==> config.mk <==
export PLATFORM = sky130hd
export DESIGN_NAME = ufp_div_seq_flat
export DESIGN_NICKNAME = d
export VERILOG_FILES = /design/src/rtl/ufp_div_seq_pkg.sv /design/src/rtl/ufp_div_seq_if.sv /design/src/rtl/ufp_div_seq_clip.sv /design/src/rtl/ufp_div_seq.sv /design/src/flat_wrapper.sv
export SDC_FILE = /design/constraint.sdc
export NUM_CORES = 1
export LEC_CHECK = 0
export ABC_CLOCK_PERIOD_IN_PS = 6900
export CAP_MARGIN = 20
export CORE_MARGIN = 5
export CORE_UTILIZATION = 45
export DETAILED_ROUTE_END_ITERATION = 10
export GPL_TIMING_DRIVEN = 1
export PLACE_DENSITY = 0.66
export SLEW_MARGIN = 20
export SYNTH_ARGS = -nofsm -noshare
export SYNTH_HDL_FRONTEND = slang
export SYNTH_HIERARCHICAL = 1
export SYNTH_SLANG_ARGS = --single-unit
==> constraint.sdc <==
create_clock -name clk -period 6.9 [get_ports clk]
set_input_delay 1.035 -clock clk [delete_from_list [all_inputs] [get_ports clk]]
set_output_delay 1.035 -clock clk [all_outputs]
set_load 0.02 [all_outputs]
==> src/rtl/ufp_div_seq_pkg.sv <==
// Shared types and derived-width helpers for the unsigned fixed-point divider.
package ufp_div_pkg;

  typedef enum logic [1:0] {IDLE, CALC, DONE} state_e;

  // Left shift that aligns the numerator so the integer quotient lands in QIW.QQW.
  function automatic int calc_s(input int aqw, input int bqw, input int qqw);
    return bqw + qqw - aqw;
  endfunction

  function automatic int calc_nw(input int aiw, input int aqw, input int bqw, input int qqw);
    int s;
    s = calc_s(aqw, bqw, qqw);
    return aiw + aqw + ((s > 0) ? s : 0);
  endfunction

endpackage

==> src/rtl/ufp_div_seq_if.sv <==
// Operand/result handshake bundle for ufp_div_seq.
interface ufp_div_seq_if #(
  parameter int AWL = 16,
  parameter int BWL = 16,
  parameter int QWL = 16
);
  logic           in_valid;
  logic           in_ready;
  logic [AWL-1:0] a;
  logic [BWL-1:0] b;
  logic           out_valid;
  logic           out_ready;
  logic [QWL-1:0] q;
  logic           overflow;
  logic           div_zero;

  modport slave  (input  in_valid, a, b, out_ready,
                  output in_ready, out_valid, q, overflow, div_zero);
  modport master (output in_valid, a, b, out_ready,
                  input  in_ready, out_valid, q, overflow, div_zero);
endinterface

==> src/rtl/ufp_div_seq_clip.sv <==
// Unsigned saturating narrow: any set bit above OUTW forces all ones and flags a clip.
module clip_unsigned #(
  parameter int INW  = 24,
  parameter int OUTW = 16
) (
  input  logic [INW-1:0]  x_i,
  output logic [OUTW-1:0] y_o,
  output logic            clip_o
);
  if (INW > OUTW) begin : g_narrow
    assign clip_o = |x_i[INW-1:OUTW];
    assign y_o    = clip_o ? '1 : x_i[OUTW-1:0];
  end else begin : g_wide
    assign clip_o = 1'b0;
    assign y_o    = OUTW'(x_i);
  end
endmodule

==> src/rtl/ufp_div_seq.sv <==
// Radix-2 restoring divider for unsigned fixed point: q = floor((a aligned) / b),
// one quotient bit per cycle, saturating to QIW.QQW.
module ufp_div_seq
  import ufp_div_pkg::*;
#(
  parameter int AIW = 8,
  parameter int AQW = 8,
  parameter int BIW = 8,
  parameter int BQW = 8,
  parameter int QIW = 8,
  parameter int QQW = 8
) (
  input  logic          clk,
  input  logic          rst,
  ufp_div_seq_if.slave  io
);
  localparam int S   = calc_s(AQW, BQW, QQW);
  localparam int NW  = calc_nw(AIW, AQW, BQW, QQW);
  localparam int BWL = BIW + BQW;
  localparam int QWL = QIW + QQW;
  localparam int SL  = (S > 0) ? S : 0;
  localparam int SR  = (S < 0) ? -S : 0;
  localparam int CW  = (NW > 1) ? $clog2(NW) : 1;

  state_e          state_q;
  logic [NW-1:0]   num_q, quo_q, quo_d, num_init;
  logic [BWL-1:0]  den_q;
  logic [BWL:0]    rem_q, rem_d, rem_sh, trial;
  logic [CW-1:0]   cnt_q;
  logic            dz_q, qbit;
  logic            out_valid_q, ov_q, dzo_q;
  logic [QWL-1:0]  q_q, clip_y;
  logic            clip_ov;
  logic            unused_rem_msb;

  // A negative alignment drops numerator LSBs, which is what truncation wants.
  assign num_init = (NW'(io.a) << SL) >> SR;

  // Remainder is always below the divisor, so its top bit only matters mid-subtract.
  assign unused_rem_msb = rem_q[BWL];

  always_comb begin
    rem_sh = {rem_q[BWL-1:0], num_q[NW-1]};
    trial  = rem_sh - {1'b0, den_q};
    qbit   = (rem_sh >= {1'b0, den_q});
    rem_d  = qbit ? trial : rem_sh;
    quo_d  = {quo_q[NW-2:0], qbit};
  end

  clip_unsigned #(.INW(NW), .OUTW(QWL)) u_clip (
    .x_i    (quo_d),
    .y_o    (clip_y),
    .clip_o (clip_ov)
  );

  always_ff @(posedge clk or posedge rst) begin
    if (rst) begin
      state_q     <= IDLE;
      num_q       <= '0;
      quo_q       <= '0;
      den_q       <= '0;
      rem_q       <= '0;
      cnt_q       <= '0;
      dz_q        <= 1'b0;
      out_valid_q <= 1'b0;
      q_q         <= '0;
      ov_q        <= 1'b0;
      dzo_q       <= 1'b0;
    end else begin
      case (state_q)
        IDLE: if (io.in_valid) begin
          num_q   <= num_init;
          den_q   <= io.b;
          dz_q    <= (io.b == '0);
          rem_q   <= '0;
          quo_q   <= '0;
          cnt_q   <= CW'(NW - 1);
          state_q <= CALC;
        end
        CALC: begin
          num_q <= num_q << 1;
          rem_q <= rem_d;
          quo_q <= quo_d;
          cnt_q <= cnt_q - 1'b1;
          if (cnt_q == '0) begin
            state_q     <= DONE;
            out_valid_q <= 1'b1;
            q_q         <= dz_q ? '1 : clip_y;
            ov_q        <= !dz_q && clip_ov;
            dzo_q       <= dz_q;
          end
        end
        DONE: if (io.out_ready) begin
          out_valid_q <= 1'b0;
          state_q     <= IDLE;
        end
        default: state_q <= IDLE;
      endcase
    end
  end

  assign io.in_ready  = (state_q == IDLE) && !rst;
  assign io.out_valid = out_valid_q;
  assign io.q         = q_q;
  assign io.overflow  = ov_q;
  assign io.div_zero  = dzo_q;
endmodule

==> src/flat_wrapper.sv <==
// flat-port wrapper written by rule: the top's interface ports become plain ports
module ufp_div_seq_flat import ufp_div_pkg::*;
#(
  parameter int AIW = 8,
  parameter int AQW = 8,
  parameter int BIW = 8,
  parameter int BQW = 8,
  parameter int QIW = 8,
  parameter int QQW = 8
)
  (clk, rst, io_in_valid, io_a, io_b, io_out_ready, io_in_ready, io_out_valid, io_q, io_overflow, io_div_zero);
  ufp_div_seq_if #(.AWL(16), .BWL(16), .QWL(16)) io_i ();
  input  logic clk;
  input  logic rst;
  input wire logic [$bits(io_i.in_valid)-1:0] io_in_valid;
  input wire logic [$bits(io_i.a)-1:0] io_a;
  input wire logic [$bits(io_i.b)-1:0] io_b;
  input wire logic [$bits(io_i.out_ready)-1:0] io_out_ready;
  output wire logic [$bits(io_i.in_ready)-1:0] io_in_ready;
  output wire logic [$bits(io_i.out_valid)-1:0] io_out_valid;
  output wire logic [$bits(io_i.q)-1:0] io_q;
  output wire logic [$bits(io_i.overflow)-1:0] io_overflow;
  output wire logic [$bits(io_i.div_zero)-1:0] io_div_zero;
  assign io_i.in_valid = io_in_valid;
  assign io_i.a = io_a;
  assign io_i.b = io_b;
  assign io_i.out_ready = io_out_ready;
  assign io_in_ready = io_i.in_ready;
  assign io_out_valid = io_i.out_valid;
  assign io_q = io_i.q;
  assign io_overflow = io_i.overflow;
  assign io_div_zero = io_i.div_zero;
  ufp_div_seq #(.AIW(AIW), .AQW(AQW), .BIW(BIW), .BQW(BQW), .QIW(QIW), .QQW(QQW)) u_core (.clk(clk), .rst(rst), .io(io_i));
endmodule
==> flow_summary_export.csv <==
group,metric,value,unit
global_route,grt_pass1_wl,19.1,mm
yosys,syn_inst,571,
yosys,synth_fp_nets,626,
routing,vias,4133,
worst_setup_path,critPathSlowestCell,"clkdlybuf4s50_1",
clock_tree,post_cts_buffers,0,
routing,drtAntennaViolNets,0,
finish,final_area,6030,µm²
finish,fin_cells,755,
sta,maxSlewHeadroom,37.2,%
flow_run,max_cap_viol_count,0,
worst_setup_path,path_buf_inv,2,
finish,syn2layout_area_growth,18.6,%
clock_tree,cts_made_buffers,9,
clock_tree,clkSlewWorstSetupHoldPaths,0.07,ns
global_route,grt.met1_usage,24.3,%
global_route,grt_antenna_before_repair,0,
yosys,synth_edf_count,0,
clock_tree,postCtsHoldBufs,0,
die,die_h,116,µm
worst_setup_path,cpPeakStageDelay,0.63,ns
min_path,min_path_type,"reg -> reg",
yosys,syn_avg_cell_area,8.90,µm²
power,vdd_drop_max,219,µV
sta,fin_crit_sh,47.4,%
sta,setup_viol,0,
clock_tree,cts_htree_levels,3,
global_route,use_met2,27.8,%
global_route,busiest_layer,"met2",
routing,dr.first_iter.drc_count,318,
die,ioPinCount,56,
global_route,grt_usage,17.3,%
worst_setup_path,cp_data_required_time,5.86,ns
worst_setup_path,crit_arrival,2.24,ns
clock_tree,worstSkewPairLatency,0.34,ns
yosys,ys_seq_area_share,48.3,%
yosys,synth_flop_cell,"dfrtp_1",
run_status,status,"finished clean",
worst_setup_path,crit_family,"buffers and inverters",
routing,routedWlPerCell,14.4,µm
finish,drive_above_1_share,5.85,%
yosys,yosysTopAreaCell,"dfrtp_1",
sta,setup_tns,0,ns
finish,nets,665,
sta,rsz0062_at_grt,"false",
routing,drc,0,
power,p_leak,0.00279,µW
sta,max_freq,306,MHz
die,initial_core_util,46.5,%
clock_tree,cts_max_path_buffers,2,
finish,antennaDiodeCount,0,
worst_setup_path,critPathMaxFanout,2,
yosys,yosys_warnings,6,
power,powerDensity,556,nW/µm²
clock_tree,cts_resized,0,
finish,fillers,991,
global_route,grt_pass1_vias,4122,
placed_design,dp_hpwl,7.33,mm
worst_setup_path,crit_path_start_kind,"input port",
finish,most-common-layout-cells,"nand2_1, dfrtp_1, clkdlybuf4s50_1",
die,row_count,38,
yosys,synthTopCellsByArea,"dfrtp_1, nand2_1, nand3_1",
yosys,ys_seq_elements,98,
finish,layout_commonest_cell,"nand2_1",
placed_design,port_buffers,55,
global_route,gr-total-overflow,0,
placed_design,place.gp.congestion,0.872,
routing,dr.pass1.iters,5,
routing,routed_via_density,5.47,
routing,wl,10.9,mm
clock_tree,clockRootBuffer,"clkbuf_16",
clock_tree,clock-sinks,98,
global_route,use_met3,2.23,%
die,core,10900,µm²
clock_tree,cts_tree,"built",
worst_setup_path,crit_chain,"clkdlybuf4s50_1 -> nor3_1 -> clkdlybuf4s50_1",
die,die_w,116,µm
placed_design,placed_cells,739,
yosys,synthArstFlopShare,100,%
sta,slew_violations,0,
worst_setup_path,crit_path_frequent_cell,"clkdlybuf4s50_1",
yosys,yosysUniqueCellTypes,53,
sta,hold_viol,0,
worst_setup_path,criticalPathCategory,"in -> out",
yosys,yosysTopAreaCellShare,48.3,%
yosys,syn_area,5080,µm²
sta,skew,0.00757,ns
sta,whs,0.480,ns
die,die-area,13500,µm²
global_route,grt_start_max_net_pins,89,
sta,min_period,3.27,ns
worst_setup_path,critPathCaptureType,"output pin",
sta,worst_pin_slew,0.939,ns
placed_design,placed_cell_area,5720,µm²
-- worst paths after layout --
kind / from / end / cells after the start / slack, ns
worst min-delay path: u_core/num_q[14] / u_core/num_q[14] / 2 / 0.48
max in group asynchronous: rst / u_core/quo_q[5] / 3 / 4.95
worst max register to register: u_core/rem_q[9] / u_core/rem_q[13] / 8 / 4.09
min in group asynchronous: rst / u_core/io.q[11] / 2 / 0.94
worst min register to register: u_core/num_q[14] / u_core/num_q[14] / 2 / 0.48
worst max-delay path: rst / io_in_ready / 3 / 3.63
-- synth_stat cells, types with 2 or more instances --
| cell | n |
|---|---|
| nor2b_1 | 3 |
| nor4_2 | 2 |
| a31oi_1 | 3 |
| buf_6 | 2 |
| or4_1 | 3 |
| nand2_1 | 128 |
| o31ai_1 | 2 |
| inv_1 | 24 |
| nand3_1 | 50 |
| mux2i_1 | 10 |
| buf_2 | 2 |
| or3_1 | 3 |
| ha_1 | 18 |
| o21ai_1 | 9 |
| nand3b_1 | 16 |
| nor3_1 | 8 |
| clkbuf_1 | 27 |
| xor2_1 | 5 |
| o211ai_1 | 5 |
| xnor2_1 | 5 |
| a21oi_2 | 2 |
| a211oi_1 | 3 |
| o21ai_0 | 43 |
| nor2_1 | 26 |
| buf_4 | 2 |
| nand4_1 | 6 |
| nor4_1 | 5 |
| nand2b_1 | 3 |
| a21oi_1 | 17 |
| o21bai_1 | 2 |
| a22oi_1 | 14 |
| mux2_2 | 2 |
| dfrtp_1 | 98 |
| a21o_1 | 2 |
| and3_1 | 2 |
| nor4b_1 | 2 |
-- logic make-up (layout without fill, tap and decap cells) --
family | after synthesis | after routing | synth area share (%)
compound gates | 113 | 113 | 13.9
xor+xnor | 10 | 10 | 1.72
fa+ha+maj | 19 | 19 | 4.83
buf+inv | 57 | 101 | 4.70
flops | 98 | 98 | 48.3
mux | 12 | 12 | 2.41
simple gates | 262 | 262 | 24.2
-- report_power, final --
group	leakage, µW	switching [µW]	internal (µW)	total (µW)
sequential	0.00124	158	836	994
combinational	0.00140	1050	789	1840
clock	0.000153	228	288	516
total	0.00279	1440	1910	3350
-- flip-flops by register name (all words and copies together) (netlist names) --
register             flops
u_core/quo_q            23
u_core/den_q            16
u_core/io.q             16
u_core/num_q            16
u_core/rem_q            16
u_core/cnt_q             5
u_core/state_q           2
u_core/dz_q              1
u_core/io.div_zero       1
u_core/io.out_valid      1
u_core/io.overflow       1
-- per-layer routing --
metal | wire (µm) | vias to the layer above
li1 | - | 2067
met1 | 5310 | 1954
met2 | 4900 | 103
met3 | 557 | 9
met4 | 131 | 0
met5 | 0 | -
-- worst reg2reg max path, cell delays in order (launching register included) --
cell	delay (ns)
dfrtp_1	0.41
ha_1	0.43
and2_2	0.23
nand3_1	0.09
o31ai_1	0.24
a21oi_1	0.11
a22o_2	0.48
or4b_1	0.61
o211ai_2	0.15
-- final cells by class --
cell class	count	area (µm²)	share of cell area, %
clock inverter	7	81.3	1.35
multi-input combinational	416	2400	39.8
timing repair buffer	61	599	9.95
tap	140	175	2.91
inverter	24	91.3	1.52
clock buffer	9	225	3.74
sequential	98	2450	40.7
-- per-stage QoR --
step | util (%) | power [µW] | setup slack [ns]
6_report | 55.1 | 3350 | 3.63
2_1_floorplan | - | 2420 | 3.30
5_1_grt | 55.1 | 3670 | 3.54
3_3_place_gp | 52.2 | 2790 | 3.63
4_1_cts | 55.1 | 3370 | 3.62
3_5_place_dp | 52.3 | 2840 | 3.63
Note: power is estimated with default switching activity, not from simulation.
